`src/rtl/alu_pkg.sv`:
```
// Shared definitions for the ALU issue/writeback stage.
// Holds the datapath widths, instruction field positions, opcode constants,
// the sequencer state type and a small opcode classification helper.
package alu_pkg;

    localparam int unsigned DATA_W  = 8;
    localparam int unsigned RA_W    = 2;
    localparam int unsigned NREGS   = 2 ** RA_W;
    localparam int unsigned OP_W    = 4;
    localparam int unsigned INSTR_W = OP_W + 2 * RA_W + DATA_W;

    // Instruction layout: op | rd | rs1 | imm (rs2 aliases the top of imm)
    localparam int unsigned IMM_LSB = 0;
    localparam int unsigned RS2_LSB = DATA_W - RA_W;
    localparam int unsigned RS1_LSB = DATA_W;
    localparam int unsigned RD_LSB  = DATA_W + RA_W;
    localparam int unsigned OP_LSB  = DATA_W + 2 * RA_W;

    typedef logic [OP_W-1:0] opcode_t;

    localparam opcode_t OP_ADD  = 4'h0;
    localparam opcode_t OP_SUB  = 4'h1;
    localparam opcode_t OP_MUL  = 4'h2;
    localparam opcode_t OP_DIV  = 4'h3;
    localparam opcode_t OP_AND  = 4'h4;
    localparam opcode_t OP_OR   = 4'h5;
    localparam opcode_t OP_XOR  = 4'h6;
    localparam opcode_t OP_NAND = 4'h7;
    localparam opcode_t OP_NOR  = 4'h8;
    localparam opcode_t OP_XNOR = 4'h9;
    localparam opcode_t OP_LDI  = 4'hE;

    typedef enum logic [1:0] {
        IDLE = 2'd0,
        READ = 2'd1,
        EXEC = 2'd2,
        WB   = 2'd3
    } seq_state_t;

    // True for opcodes executed by the external ALU
    function automatic logic is_alu_op(input opcode_t op);
        return op <= OP_XNOR;
    endfunction

endpackage

```
`src/rtl/alu_sequencer_if.sv`:
```
// Instruction issue channel (valid/ready handshake plus instruction word).
//   instr_valid : instruction present (master -> slave)
//   instr_ready : slave can accept    (slave -> master)
//   instr       : op[15:12] rd[11:10] rs1[9:8] imm/rs2[7:0]
interface alu_sequencer_if;
    import alu_pkg::*;

    logic               instr_valid;
    logic               instr_ready;
    logic [INSTR_W-1:0] instr;

    modport master (output instr_valid, output instr, input instr_ready);
    modport slave  (input instr_valid, input instr, output instr_ready);

endinterface

```
`src/rtl/alu_regfile.sv`:
```
// Small register file for the ALU sequencer.
//   clk, rst            : clock, synchronous active-high reset (clears all)
//   wr_en/addr/data     : single synchronous write port
//   rs1_*, rs2_*, dbg_* : three combinational read ports
module alu_regfile
    import alu_pkg::*;
(
    input  logic              clk,
    input  logic              rst,
    input  logic              wr_en,
    input  logic [RA_W-1:0]   wr_addr,
    input  logic [DATA_W-1:0] wr_data,
    input  logic [RA_W-1:0]   rs1_addr,
    output logic [DATA_W-1:0] rs1_data,
    input  logic [RA_W-1:0]   rs2_addr,
    output logic [DATA_W-1:0] rs2_data,
    input  logic [RA_W-1:0]   dbg_addr,
    output logic [DATA_W-1:0] dbg_data
);

    logic [DATA_W-1:0] mem [NREGS];

    // Storage with synchronous clear
    always_ff @(posedge clk) begin
        if (rst) begin
            for (int i = 0; i < NREGS; i++) begin
                mem[i] <= '0;
            end
        end else if (wr_en) begin
            mem[wr_addr] <= wr_data;
        end
    end

    assign rs1_data = mem[rs1_addr];
    assign rs2_data = mem[rs2_addr];
    assign dbg_data = mem[dbg_addr];

endmodule

```
`src/rtl/alu_sequencer.sv`:
```
// Issue/writeback stage in front of an 8-bit combinational ALU.
// Accepts one instruction per four cycles (IDLE->READ->EXEC->WB), reads
// operands from the register file, drives the ALU from registers, and writes
// the ALU result (or an LDI immediate) back, updating zero/carry flags.
//   clk, rst                   : clock, synchronous active-high reset
//   bus (slave)                : instr_valid / instr_ready / instr
//   alu_a, alu_b, alu_sel      : registered ALU operands and select
//   alu_result, alu_carry      : ALU outputs
//   wb_valid, wb_addr, wb_data : writeback pulse and payload
//   flag_z, flag_c             : status flags
//   err_illegal, err_div0      : error pulses
//   dbg_addr, dbg_data         : combinational register file peek
module alu_sequencer
    import alu_pkg::*;
(
    input  logic              clk,
    input  logic              rst,
    alu_sequencer_if.slave    bus,
    output logic [DATA_W-1:0] alu_a,
    output logic [DATA_W-1:0] alu_b,
    output logic [OP_W-1:0]   alu_sel,
    input  logic [DATA_W-1:0] alu_result,
    input  logic              alu_carry,
    output logic              wb_valid,
    output logic [RA_W-1:0]   wb_addr,
    output logic [DATA_W-1:0] wb_data,
    output logic              flag_z,
    output logic              flag_c,
    output logic              err_illegal,
    output logic              err_div0,
    input  logic [RA_W-1:0]   dbg_addr,
    output logic [DATA_W-1:0] dbg_data
);

    seq_state_t         state;
    seq_state_t         state_next;
    logic [INSTR_W-1:0] instr_q;
    opcode_t            op;
    logic [RA_W-1:0]    rd;
    logic [RA_W-1:0]    rs1;
    logic [RA_W-1:0]    rs2;
    logic [DATA_W-1:0]  imm;
    logic [DATA_W-1:0]  rs1_data;
    logic [DATA_W-1:0]  rs2_data;
    logic               carry_q;
    logic               take;
    logic               load_ops;
    logic               capture;
    logic               commit;

    assign op  = instr_q[OP_LSB +: OP_W];
    assign rd  = instr_q[RD_LSB +: RA_W];
    assign rs1 = instr_q[RS1_LSB +: RA_W];
    assign rs2 = instr_q[RS2_LSB +: RA_W];
    assign imm = instr_q[IMM_LSB +: DATA_W];

    assign bus.instr_ready = (state == IDLE) && !rst;
    assign take            = bus.instr_valid && bus.instr_ready;

    // State register
    always_ff @(posedge clk) begin
        if (rst) begin
            state <= IDLE;
        end else begin
            state <= state_next;
        end
    end

    // Next state and per-state datapath strobes
    always_comb begin
        state_next = state;
        load_ops   = 1'b0;
        capture    = 1'b0;
        commit     = 1'b0;
        case (state)
            IDLE: if (take) state_next = READ;
            READ: begin
                load_ops   = (op != OP_LDI);
                state_next = EXEC;
            end
            EXEC: begin
                capture    = 1'b1;
                state_next = WB;
            end
            WB: begin
                commit     = wb_valid;
                state_next = IDLE;
            end
            default: state_next = IDLE;
        endcase
    end

    // Datapath: latch instruction, drive ALU, resolve outcome, update flags.
    // The outcome is resolved at the end of EXEC so the pulses are visible
    // for exactly the WB cycle; the register and flags change at the end of WB.
    always_ff @(posedge clk) begin
        if (rst) begin
            instr_q     <= '0;
            alu_a       <= '0;
            alu_b       <= '0;
            alu_sel     <= '0;
            carry_q     <= 1'b0;
            wb_valid    <= 1'b0;
            wb_addr     <= '0;
            wb_data     <= '0;
            err_illegal <= 1'b0;
            err_div0    <= 1'b0;
            flag_z      <= 1'b0;
            flag_c      <= 1'b0;
        end else begin
            wb_valid    <= 1'b0;
            err_illegal <= 1'b0;
            err_div0    <= 1'b0;

            if (take) begin
                instr_q <= bus.instr;
            end

            if (load_ops) begin
                alu_a   <= rs1_data;
                alu_b   <= rs2_data;
                alu_sel <= op;
            end

            if (capture) begin
                wb_addr <= rd;
                carry_q <= alu_carry;
                if (op == OP_LDI) begin
                    wb_valid <= 1'b1;
                    wb_data  <= imm;
                end else if (!is_alu_op(op)) begin
                    err_illegal <= 1'b1;
                end else if ((op == OP_DIV) && (alu_b == '0)) begin
                    err_div0 <= 1'b1;
                end else begin
                    wb_valid <= 1'b1;
                    wb_data  <= alu_result;
                end
            end

            // LDI writes the register but leaves the flags alone
            if (commit && (op != OP_LDI)) begin
                flag_z <= (wb_data == '0);
                if (op == OP_ADD) begin
                    flag_c <= carry_q;
                end
            end
        end
    end

    alu_regfile u_regfile (
        .clk      (clk),
        .rst      (rst),
        .wr_en    (commit),
        .wr_addr  (wb_addr),
        .wr_data  (wb_data),
        .rs1_addr (rs1),
        .rs1_data (rs1_data),
        .rs2_addr (rs2),
        .rs2_data (rs2_data),
        .dbg_addr (dbg_addr),
        .dbg_data (dbg_data)
    );

endmodule
```
`src/flat_wrapper.sv`:
```
// flat-port wrapper written by rule: the top's interface ports become plain ports
module alu_sequencer_flat import alu_pkg::*;
  (clk, rst, alu_a, alu_b, alu_sel, alu_result, alu_carry, wb_valid, wb_addr, wb_data, flag_z, flag_c, err_illegal, err_div0, dbg_addr, dbg_data, bus_instr_valid, bus_instr, bus_instr_ready);
  alu_sequencer_if bus_i ();
  input  logic clk;
  input  logic rst;
  output logic [DATA_W-1:0] alu_a;
  output logic [DATA_W-1:0] alu_b;
  output logic [OP_W-1:0] alu_sel;
  input  logic [DATA_W-1:0] alu_result;
  input  logic alu_carry;
  output logic wb_valid;
  output logic [RA_W-1:0] wb_addr;
  output logic [DATA_W-1:0] wb_data;
  output logic flag_z;
  output logic flag_c;
  output logic err_illegal;
  output logic err_div0;
  input  logic [RA_W-1:0] dbg_addr;
  output logic [DATA_W-1:0] dbg_data;
  input wire logic [$bits(bus_i.instr_valid)-1:0] bus_instr_valid;
  input wire logic [$bits(bus_i.instr)-1:0] bus_instr;
  output wire logic [$bits(bus_i.instr_ready)-1:0] bus_instr_ready;
  assign bus_i.instr_valid = bus_instr_valid;
  assign bus_i.instr = bus_instr;
  assign bus_instr_ready = bus_i.instr_ready;
  alu_sequencer u_core (.clk(clk), .rst(rst), .bus(bus_i), .alu_a(alu_a), .alu_b(alu_b), .alu_sel(alu_sel), .alu_result(alu_result), .alu_carry(alu_carry), .wb_valid(wb_valid), .wb_addr(wb_addr), .wb_data(wb_data), .flag_z(flag_z), .flag_c(flag_c), .err_illegal(err_illegal), .err_div0(err_div0), .dbg_addr(dbg_addr), .dbg_data(dbg_data));
endmodule
```
`config.mk`:
```
export PLATFORM = sky130hd
export DESIGN_NAME = alu_sequencer_flat
export DESIGN_NICKNAME = d
export VERILOG_FILES = /design/src/rtl/alu_pkg.sv /design/src/rtl/alu_sequencer_if.sv /design/src/rtl/alu_regfile.sv /design/src/rtl/alu_sequencer.sv /design/src/flat_wrapper.sv
export SDC_FILE = /design/constraint.sdc
export NUM_CORES = 1
export LEC_CHECK = 0
export CAP_MARGIN = 30
export CORE_MARGIN = 5
export CORE_UTILIZATION = 47
export DETAILED_ROUTE_END_ITERATION = 10
export HOLD_SLACK_MARGIN = 0.03
export PLACE_DENSITY = 0.88
export SLEW_MARGIN = 20
export SYNTH_ARGS = -nofsm -noshare
export SYNTH_HDL_FRONTEND = slang
export SYNTH_SLANG_ARGS = --single-unit
```
`constraint.sdc`:
```
create_clock -name clk -period 1.6 [get_ports clk]
set_input_delay 0.32 -clock clk [delete_from_list [all_inputs] [get_ports clk]]
set_output_delay 0.32 -clock clk [all_outputs]
set_load 0.05 [all_outputs]
```
**Yosys cells after proc, flatten, opt, wreduce, memory -nomap -nowiden**

Memories as Yosys holds them, arrays and structs flattened. A register that Yosys moved wholly into a read port is not among the register bits.
Cells that the tools add are included.

- Register bits: 38
- Memories kept: 1
- Output and inout bits: 44
- RAM bits: 32
- Bits of input ports: 30

Memories:

| memory | depth | bits a word | rd ports | clocked after Yosys merged registers in | write ports | RTL line | text |
|---|---|---|---|---|---|---|---|
| u_core.u_regfile.mem | 4 | 8 | 3 | 2 | 4 | alu_regfile.sv:21 | `logic [DATA_W-1:0] mem [NREGS];` |

- $lt $le $gt $ge: 1
- Multiplexer cells: 21
- Bitwise logic cells: 2
- Equal/unequal tests: 8
- Reductions and logical operators: 16

Operators with widths:

| kind | number |
|---|---|
| two-way mux 8 bit | 4 |
| logical NOT 8 bit | 2 |
| two-way mux 1 bit | 14 |
| one-hot mux 2 bit (4 select lines) | 1 |
| OR reduction 8 bit | 1 |
| equality test 2 bit (second input constant) | 2 |
| equality test 4 x 2 -> 1 bit (second input constant) | 1 |
| equality test 4 bit (second input constant) | 1 |
| <= comparator 4 bit (second input constant) | 1 |
| logical AND 1 bit | 4 |
| logical NOT 4 bit | 1 |
| two-way mux 2 bit | 2 |
| inequality test 2 x 1 -> 1 bit (second input constant) | 2 |
| inequality test 4 bit (second input constant) | 1 |
| OR reduction 4 bit | 1 |
| AND reduction 3 bit | 1 |
| OR reduction 3 bit | 1 |
| equality test 2 x 1 -> 1 bit (second input constant) | 1 |
| logical NOT 2 bit | 1 |
| inverter 1 bit | 2 |
| AND reduction 2 bit | 1 |
| nonzero test 2 bit | 1 |
| OR reduction 2 bit | 1 |
| logical NOT 1 bit | 1 |

**Longest topological paths before layout**

Gate-level depths: netlist (run 1).

- Depth after elaboration: 7
- Gate-level depth with buffers: 8
- Mapped depth without buffers: 6

**By module**

Synthesis (run 1) repeated with hierarchy kept, for this count alone.

- Cell total of the unflattened synthesis: 351
- Area, all modules: 4086.4 µm²

By module, submodules not included:

| module | seq. area each (µm²) | area each (µm²) | instances | cells each |
|---|---|---|---|---|
| alu_sequencer | 1081.0 | 2218.4 | 1 | 247 |
| alu_regfile | 960.9 | 1868.0 | 1 | 104 |

**Worst setup path after synthesis (run 1)**

OpenSTA, ideal clock, no wires.

- Kind: register -> register
- Start: register u_core.state[0]
- End: register u_core.instr_q[1]
- Library setup time: 0.119 ns
- Cell stages (with the launch flop): 8
- Path slack: -0.462 ns
- Arrival: 1.942 ns
- Clock period less this slack: 2.062 ns
- Path buffers: 2
- Path through: dfxtp_1 -> inv_1 -> ha_1 -> nor2b_1 -> and2_0 -> clkbuf_1 -> buf_2 -> o21ai_1

- Cells in the longest elaborated chain, start to end: 3

RTL lines:

| what | RTL line | text |
|---|---|---|
| start, declared | alu_sequencer.sv:35 | `seq_state_t state;` |
| start signal, assigned | alu_sequencer.sv:65 | `state <= state_next;` |
| logical NOT 2 bit | alu_sequencer.sv:57 | `assign bus.instr_ready = (state == IDLE) && !rst;` |
| logical AND 1 bit | alu_sequencer.sv:57 |  |
| named net bus_instr_ready | flat_wrapper.sv:23 | `output wire logic [$bits(bus_i.instr_ready)-1:0] bus_instr_ready;` |
| logical AND 1 bit | alu_sequencer.sv:58 | `assign take = bus.instr_valid && bus.instr_ready;` |
| end signal, assigned | alu_sequencer.sv:116 | `instr_q <= bus.instr;` |
| end, declared | alu_sequencer.sv:37 | `logic [INSTR_W-1:0] instr_q;` |

The timed path passes the listed nets, and every way through them passes these cells.
A chain may end at the register's enable or synchronous reset.

==> impl_metrics.ini, run 1 <==
[status]
run_status = finished with violations
violated_checks = setup timing

[cells_and_area]
syn2layout_area_growth_pct = 40.8
antenna_cells = 0
nNetsFinal = 494
final_layout_size_suffix_gt1_frac = 0.338
mostFrequentLayoutCells = sky130_fd_sc_hd__nand2_1 (52), sky130_fd_sc_hd__buf_4 (52), sky130_fd_sc_hd__dfxtp_1 (48), sky130_fd_sc_hd__and2_1 (33), sky130_fd_sc_hd__edfxtp_1 (32)
final_core_utilization = 0.684

[pwr]
power_frac_comb = 0.423
fin_total_pwr_mw = 8.14
power_density_over_the_cells_nw_per_um2 = 1440
switching_share = 0.378
pwr-share-seq = 0.383
net-switching-power_mw = 3.08
worst_ir_drop_vdd_uv = 899
power_leakage_nw = 2.18
cell_internal_pwr_mw = 5.06
power.share.clock = 0.194

[critical_path]
data_arrival_at_the_endpoint_of_the_critical_path_ns = 1.53
cp-start-kind = flip-flop
reg2reg_depth = 5
cp.required_ns = 1.28
timing.setup.critical_path_class = reg2out
worst-path-max-fanout = 2
critical_path.endpoint_type = output port

[place]
hpwl_mm = 7.24
place.port_buffers = 73
gp_routability_congestion = 0.924
detailedPlace.worstSlack_ns = -0.417

[floorplanning]
die_h_um = 102
io-pin-count = 74
rows = 33
dieWidth_um = 102
die_area_um2 = 10500
initial_utilization = 0.486
core_footprint_um2 = 8260

[sta]
final_min_period_over_clock_period = 1.16
finClkSkew_ns = 0.0127
final_hold_viol_count = 0
relSlewSlack = 0.700
final_period_minus_worst_setup_slack_ns = 1.85
fmaxAchievable_ghz = 0.541
rsz0062_at_grt = true
setup_violations = 9
tightestPinTransition_ns = 0.449
postLayoutSetupSlackWorst_ns = -0.249
hold_ws_ns = 0.330
slew_violations = 0
final.setup.tns_ns = -1.46

[cts]
tritoncts_buffers = 9
number_of_clock_sinks = 86
cts_root_buf = sky130_fd_sc_hd__clkbuf_8
cts.reportedPaths.clkPinSlew_ns = 0.09
ctsHoldBuffers = 0
clock_latency_reported_for_the_late_side_of_the_worst_skew_pair_ns = 0.36
cts_tree = done
h-tree-depth = 3
ctsLongestPathBuffers = 2

[drt]
drt_pass1_iterations = 5
drc = 0
routed-via-count = 3238
first_iter_violations = 224
antenna_violating_nets_post_route = 0
totalWireLength_mm = 10.5
route.detailed.wl_per_inst_um = 18.5
drt-vias-per-instance = 5.68

[worst_hold_path]
hold_path_class = in2reg
hold-path-cell-count = 2

[yosys]
synthesis.area_per_instance_um2 = 11.4
synth_top_cells_by_area = sky130_fd_sc_hd__dfxtp_1 (27%), sky130_fd_sc_hd__edfxtp_1 (24%), sky130_fd_sc_hd__mux4_2 (13%), sky130_fd_sc_hd__and2_1 (5.1%), sky130_fd_sc_hd__nand2_1 (5.0%)
synth_largest_area_cell = sky130_fd_sc_hd__dfxtp_1
netlist.area_leader.share = 0.269
syn_area_um2 = 4010
ys_seq_area_frac = 0.509
syn-instance-count = 352
synth_cell_type_count = 37
syn_nets = 386
yosysWarningCount = 0
ys_seq_elements = 86

[global_routing]
antenna_violations_before_repair = 0
grt_pass1_vias = 3228
first_pass_grt_wire_length_mm = 16.4
total_track_usage = 0.207
remaining_overflow_grt = 0
grt_start_max_net_pins = 49

[run]
maxCapViolations = 0
metal layers:
| layer | track usage | vias up | share of wire |
|---|---|---|---|
| li1 | - | 1484 | - |
| met1 | 0.243 | 1558 | 0.36 |
| met2 | 0.363 | 166 | 0.53 |
| met3 | 0.0348 | 30 | 0.075 |
| met4 | 0.106 | 0 | 0.033 |
| met5 | 0 | - | 0 |
through the flow:
step           instances  area, µm²
2_1_floorplan        352       4030
3_3_place_gp         532       5170
3_5_place_dp         532       5170
4_1_cts              565       5570
5_1_grt              570       5650
6_report             570       5650
synth_stat cells:
library cell / n
sky130_fd_sc_hd__a21oi_1: 24
sky130_fd_sc_hd__nor2_1: 14
sky130_fd_sc_hd__a311oi_1: 7
sky130_fd_sc_hd__buf_1: 1
sky130_fd_sc_hd__mux4_2: 24
sky130_fd_sc_hd__nor4b_2: 4
sky130_fd_sc_hd__nand2_1: 53
sky130_fd_sc_hd__a21boi_4: 1
sky130_fd_sc_hd__a211oi_1: 1
sky130_fd_sc_hd__or2_2: 3
sky130_fd_sc_hd__mux2i_1: 13
sky130_fd_sc_hd__a21oi_2: 1
sky130_fd_sc_hd__o21ai_1: 6
sky130_fd_sc_hd__clkbuf_1: 9
sky130_fd_sc_hd__ha_1: 4
sky130_fd_sc_hd__nand2b_1: 18
sky130_fd_sc_hd__nand4b_1: 2
sky130_fd_sc_hd__a22oi_1: 1
sky130_fd_sc_hd__nor3_1: 4
sky130_fd_sc_hd__and2_0: 1
sky130_fd_sc_hd__and2_1: 33
sky130_fd_sc_hd__nor4_2: 1
sky130_fd_sc_hd__dfxtp_1: 54
sky130_fd_sc_hd__nand3_2: 1
sky130_fd_sc_hd__edfxtp_1: 32
sky130_fd_sc_hd__nand3b_1: 1
sky130_fd_sc_hd__a311oi_2: 1
sky130_fd_sc_hd__o21a_1: 1
sky130_fd_sc_hd__buf_2: 12
sky130_fd_sc_hd__nor4_1: 4
sky130_fd_sc_hd__buf_6: 2
sky130_fd_sc_hd__nor2b_1: 3
sky130_fd_sc_hd__o21ai_0: 10
sky130_fd_sc_hd__nand3_1: 2
sky130_fd_sc_hd__and2b_1: 1
sky130_fd_sc_hd__inv_1: 2
sky130_fd_sc_hd__a41o_1: 1
worst max-delay path: stages, from the launching register on:
cell and delay [ns]:
sky130_fd_sc_hd__edfxtp_1 0.48, sky130_fd_sc_hd__mux4_2 0.52, sky130_fd_sc_hd__buf_6 0.17
cells by family (layout without fill, tap and decap cells):
family | count (synthesis) | count (layout) | synth area share
flip-flops | 86 | 86 | 0.509
AO/OA/AOI/OAI | 54 | 54 | 0.0839
buffers and inverters | 26 | 139 | 0.0318
AND/OR/NAND/NOR | 145 | 145 | 0.196
multiplexers | 37 | 37 | 0.167
adder cells (fa/ha/maj) | 4 | 4 | 0.0125
power groups by stage:
stage | Sequential, mW | Clock [mW] | Combinational, mW
4_1_cts | 3.10 | 1.58 | 3.35
3_3_place_gp | 3.11 | 0 | 3.11
5_1_grt | 3.17 | 1.69 | 3.66
6_report | 3.12 | 1.58 | 3.44
3_5_place_dp | 3.13 | 0 | 3.19
2_1_floorplan | 3.61 | 0 | 1.35
flip-flops by register name, summed over array words and instances (netlist names), 2 cells and up:
name and flops:
u_core.u_regfile.mem 32, u_core.instr_q 16, u_core.alu_a 8, u_core.alu_b 8
u_core.wb_data 8, u_core.alu_sel 4, u_core.state 2, u_core.wb_addr 2
cell type report:
cell class | instances | area, µm²
inverters | 2 | 12.5
repair buffers | 121 | 1370
flip-flops and latches | 86 | 2050
fillers | 572 | 2610
well taps | 105 | 131
clock inverters | 6 | 67.6
clock buffers | 10 | 138
multi-input cells | 240 | 1880
final timing paths:
check	start	to	slack, ns
worst max-delay path	u_core.u_regfile.mem[3][0]$_DFFE_PP_	dbg_data[0]	-0.25
worst min register to register	u_core.alu_a[5]$_SDFFE_PP0P_	u_core.alu_a[5]$_SDFFE_PP0P_	0.46
worst min-delay path	rst	u_core.wb_valid$_SDFF_PP0_	0.33
worst max register to register	u_core.state[0]$_SDFFE_PP0P_	u_core.u_regfile.mem[2][5]$_SDFFCE_PN0P_	0.03
repair_timing:
action | 4_1_cts | 5_1_grt
gates cloned | 0 | 0
resized for setup | 23 | 9
pin swaps | 1 | 2
buffers inserted | 18 | 5
endpoints found under the setup margin | 9 | 44
No activity file was read; power rests on OpenSTA's default activity.
==> run 2, diff against run 1 <==
SETUP_SLACK_MARGIN = 0.2   (was default)
==> impl_metrics.ini, run 2 (same netlist as run 1, synthesis figures left out) <==
[status]
violated_checks = setup timing
run_status = finished with violations

[cells_and_area]
mostFrequentLayoutCells = sky130_fd_sc_hd__buf_4 (56), sky130_fd_sc_hd__nand2_1 (44), sky130_fd_sc_hd__edfxtp_1 (32), sky130_fd_sc_hd__dfxtp_1 (28), sky130_fd_sc_hd__clkdlybuf4s50_1 (27)
antenna_cells = 0
largest_register_ffs = 32
final_layout_size_suffix_gt1_frac = 0.484
nNetsFinal = 506
top_regs = u_core.u_regfile.mem (32), u_core.instr_q (16)
syn2layout_area_growth_pct = 50.7
mostFrequentLayoutCell = sky130_fd_sc_hd__buf_4
final_core_utilization = 0.732
top_register = u_core.u_regfile.mem

[critical_path]
cp_cell_sequence = mux4_2 -> buf_6
critical-path-slowest-cell = sky130_fd_sc_hd__mux4_2
critical_path.endpoint_type = output port
timing.setup.critical_path_class = reg2out
critical_path_s_largest_stage_delay_ns = 0.54
worst-path-max-fanout = 3
data_arrival_at_the_endpoint_of_the_critical_path_ns = 1.52
critPathBufInv = 1
cp.required_ns = 1.28
crit-reg2reg-launch = u_core.state[0]$_SDFFE_PP0P_
cp-start-kind = flip-flop
setup.worst_path.start = u_core.u_regfile.mem[2][3]$_SDFFCE_PN0P_
timing.critical_path.max_delay_family = multiplexers

[floorplanning]
rows = 33
die_h_um = 102
dieWidth_um = 102
core_footprint_um2 = 8260
io-pin-count = 74
die_area_um2 = 10500
initial_utilization = 0.486

[global_routing]
antenna_violations_before_repair = 0
remaining_overflow_grt = 0
grt_pass1_vias = 3321
first_pass_grt_wire_length_mm = 16.6
total_track_usage = 0.208
globalRouteMet1Util = 0.246
met2_usage_in_global_routing = 0.360
met3_usage = 0.0498
globalRoute.busiestLayer = met2
grt_start_max_net_pins = 28

[cts]
cts_tree = done
ctsHoldBuffers = 0
cts.reportedPaths.clkPinSlew_ns = 0.08
ctsLongestPathBuffers = 2
h-tree-depth = 3
cts_root_buf = sky130_fd_sc_hd__clkbuf_8
tritoncts_buffers = 9
clock_latency_reported_for_the_late_side_of_the_worst_skew_pair_ns = 0.36
number_of_clock_sinks = 86

[sta]
final_min_period_over_clock_period = 1.15
tightestPinTransition_ns = 0.646
final_hold_viol_count = 0
finClkSkew_ns = 0.0172
final_period_minus_worst_setup_slack_ns = 1.84
postLayoutSetupSlackWorst_ns = -0.236
fmaxAchievable_ghz = 0.545
relSlewSlack = 0.569
slew_violations = 0
rsz0062_at_grt = true
setup_violations = 16

[drt]
drt-vias-per-instance = 5.96
first_iter_violations = 218
drc = 0
antenna_violating_nets_post_route = 0
drt_pass1_iterations = 5
route.detailed.wl_per_inst_um = 22.0
totalWireLength_mm = 12.8
routed-via-count = 3469

[pwr]
fin_total_pwr_mw = 8.73
worst_ir_drop_vdd_uv = 828
power_density_over_the_cells_nw_per_um2 = 1440
power_leakage_nw = 2.32

[place]
place.port_buffers = 73
gp_routability_congestion = 0.814
hpwl_mm = 7.14

[run]
maxCapViolations = 0

[worst_hold_path]
min-delay-start = u_core.alu_a[6]$_SDFFE_PP0P_
hold_path_class = reg2reg
-- run 2: cell count changes in the layout (fill, tap and decap cells not counted), sizes merged --
cell / before / now
buf: 93 / 102
clkbuf: 10 / 14
clkdlybuf4s15: 1 / 0
clkdlybuf4s50: 26 / 27
clkinv: 3 / 2
clkinvlp: 0 / 1
inv: 4 / 3
-- run 2: through the flow --
| step | cells | worst slack, ns | TNS, ns | cell area, µm² | hold WS (ns) |
|---|---|---|---|---|---|
| global placement | 527 | -0.402 | -3.13 | 5120 | 0.445 |
| global route | 582 | -0.266 | -2.78 | 6050 | 0.493 |
| detailed placement | 527 | -0.432 | -3.32 | 5120 | 0.452 |
| finish | 582 | -0.236 | -2.11 | 6050 | 0.467 |
| CTS | 568 | -0.199 | -1.35 | 5640 | 0.465 |
| floorplan | 352 | 0.113 | 0 | 4160 | 0.429 |
-- run 2: final timing paths --
kind | slack (ns) | endpoint | cells after the start
worst max-delay path | -0.24 | dbg_data[3] | 2
worst min-delay path | 0.47 | u_core.alu_a[6]$_SDFFE_PP0P_ | 2
worst max register to register | -0.06 | u_core.u_regfile.mem[1][0]$_SDFFCE_PN0P_ | 5
worst min register to register | 0.47 | u_core.alu_a[6]$_SDFFE_PP0P_ | 2
-- run 2: area by class of cell --
cell class	instances	area, µm²
flip-flops and latches	86	2090
well taps	105	131
fillers	473	2210
clock inverters	5	55.1
multi-input cells	240	2130
repair buffers	133	1470
clock buffers	11	151
inverters	2	12.5
-- run 2: routing by layer --
metal,routed length (µm),vias up,part of all wire
li1,-,1511,-
met1,4560,1717,0.36
met2,6740,204,0.53
met3,972,37,0.076
met4,556,0,0.043
met5,0,-,0
-- run 2: timing repair --
item,in CTS,in global routing
buffers inserted,24,11
pin swaps,6,14
cloned,1,3
endpoints found under the setup margin,39,94
gates resized for setup,35,76
-- run 2: power by group --
group | total (mW) | switching, mW | leakage [nW] | internal [mW]
clock | 1.61 | 0.801 | 0.103 | 0.805
combinational | 3.86 | 2.00 | 1.43 | 1.86
sequential | 3.27 | 0.591 | 0.784 | 2.68
-- run 2: worst min-delay path, stage by stage (launching register included) --
cell and delay (ns):
sky130_fd_sc_hd__dfxtp_1 0.32, sky130_fd_sc_hd__nand2_1 0.05, sky130_fd_sc_hd__a21oi_1 0.05
==> run 3, diff against run 2 <==
CAP_MARGIN = default   (was 30)
SKIP_CTS_REPAIR_TIMING = 1   (was default)
==> impl_metrics.ini, run 3 (same netlist as run 1, synthesis figures left out) <==
[critical_path]
data_arrival_at_the_endpoint_of_the_critical_path_ns = 1.49
critical_path.endpoint_type = output port
cp-start-kind = flip-flop
worst-path-max-fanout = 3
timing.setup.critical_path_class = reg2out
cp.required_ns = 1.28

[place]
gp_routability_congestion = 0.814
place.port_buffers = 73
placedCellCount = 527
dpl_cell_area_um2 = 5120
detailedPlace.worstSlack_ns = -0.432
hpwl_mm = 7.14

[cts]
clock_latency_reported_for_the_late_side_of_the_worst_skew_pair_ns = 0.35
cts_root_buf = sky130_fd_sc_hd__clkbuf_8
cts.reportedPaths.clkPinSlew_ns = 0.08
h-tree-depth = 3
number_of_clock_sinks = 86
tritoncts_buffers = 9
ctsLongestPathBuffers = 2
cts_tree = done

[drt]
route.met3.wl_um = 740
dr_wl_met2_mm = 5.68
route.detailed.wl_per_inst_um = 19.1
drt-vias-per-instance = 5.69
drt_pass1_iterations = 5
uppermost_layer_routed = met4
routed-via-count = 3224
totalWireLength_mm = 10.9
first_iter_violations = 265
drc = 0
detail_route.wirelength.met1_mm = 4.09
antenna_violating_nets_post_route = 0

[pwr]
power_leakage_nw = 2.21
worst_ir_drop_vdd_uv = 814
power_density_over_the_cells_nw_per_um2 = 1450

[sta]
finClkSkew_ns = 0.0184
relSlewSlack = 0.642
tightestPinTransition_ns = 0.537
final_hold_viol_count = 0
final.setup.tns_ns = -1.37
rsz0062_at_grt = true
final_period_minus_worst_setup_slack_ns = 1.81
setup_violations = 8
final_min_period_over_clock_period = 1.13
postLayoutSetupSlackWorst_ns = -0.214
slew_violations = 0
fmaxAchievable_ghz = 0.551

[worst_hold_path]
hold_path_class = reg2reg

[status]
run_status = finished with violations
violated_checks = setup timing

[cells_and_area]
syn2layout_area_growth_pct = 44.9
top_regs = u_core.u_regfile.mem (32), u_core.instr_q (16)
fin_cells = 567
mostFrequentLayoutCells = sky130_fd_sc_hd__nand2_1 (49), sky130_fd_sc_hd__buf_4 (48), sky130_fd_sc_hd__edfxtp_1 (32), sky130_fd_sc_hd__dfxtp_1 (30), sky130_fd_sc_hd__clkdlybuf4s50_1 (27)
finalInstanceArea_um2 = 5810
count_of_fill_cells_added_during_filler_insertion = 497
final_core_utilization = 0.704
antenna_cells = 0
final_layout_size_suffix_gt1_frac = 0.446
largest_register_ffs = 32
nNetsFinal = 491
mostFrequentLayoutCell = sky130_fd_sc_hd__nand2_1
top_register = u_core.u_regfile.mem

[floorplanning]
io-pin-count = 74
initial_utilization = 0.486
die_h_um = 102
dieWidth_um = 102
rows = 33
die_area_um2 = 10500
core_footprint_um2 = 8260

[run]
maxCapViolations = 0

[global_routing]
grt_start_max_net_pins = 28
antenna_violations_before_repair = 0
grt_pass1_vias = 3094
first_pass_grt_wire_length_mm = 15.5
total_track_usage = 0.195
remaining_overflow_grt = 0
-- run 3: changes by cell type in the layout (fill, tap and decap cells not counted), moves of 3 or more --
cell,before,now
sky130_fd_sc_hd__buf_4,56,48
sky130_fd_sc_hd__buf_6,22,17
sky130_fd_sc_hd__and2_1,16,12
sky130_fd_sc_hd__a21oi_4,3,0
sky130_fd_sc_hd__a21oi_1,17,22
sky130_fd_sc_hd__nand2_1,44,49
sky130_fd_sc_hd__and2_4,18,22
sky130_fd_sc_hd__nand2_2,8,3
-- run 3: final timing paths --
path                                            start                                  endpoint  slack [ns]  cells after the start
max          u_core.u_regfile.mem[0][4]$_SDFFCE_PN0P_                               dbg_data[4]       -0.21                      2
min                      u_core.alu_a[4]$_SDFFE_PP0P_              u_core.alu_a[4]$_SDFFE_PP0P_        0.46                      2
max reg2reg              u_core.state[0]$_SDFFE_PP0P_  u_core.u_regfile.mem[1][0]$_SDFFCE_PN0P_        0.06                      5
min reg2reg              u_core.alu_a[4]$_SDFFE_PP0P_              u_core.alu_a[4]$_SDFFE_PP0P_        0.46                      2
-- run 3: layer usage --
layer | track usage | vias to the layer above
li1 | - | 1486
met2 | 0.331 | 148
met5 | 0 | -
met4 | 0.0817 | 0
met3 | 0.0512 | 24
met1 | 0.235 | 1566
-- run 3: per-stage QoR --
| step | hold slack [ns] | power (mW) |
|---|---|---|
| 2_1_floorplan | 0.429 | 5.11 |
| 3_3_place_gp | 0.445 | 6.20 |
| 3_5_place_dp | 0.452 | 6.32 |
| 4_1_cts | 0.455 | 7.87 |
| 5_1_grt | 0.492 | 8.82 |
| 6_report | 0.465 | 8.45 |
-- run 3: final cells by class --
cell class | count | area [µm²] | area share
clock buffer | 11 | 151 | 0.0260
clock inverter | 5 | 55.1 | 0.00947
inverter | 2 | 12.5 | 0.00215
multi-input combinational | 240 | 2080 | 0.357
sequential | 86 | 2090 | 0.359
tap | 105 | 131 | 0.0226
timing repair buffer | 118 | 1300 | 0.223
-- run 3: power breakdown --
part	leakage [nW]	switching [mW]	internal [mW]
clock network	0.103	0.760	0.805
registers	0.784	0.553	2.67
logic	1.32	1.90	1.76
-- run 3: critical path, stage by stage, from the launching register on --
cell and delay, ns:
sky130_fd_sc_hd__edfxtp_1 0.46, sky130_fd_sc_hd__mux4_2 0.52, sky130_fd_sc_hd__buf_8 0.17
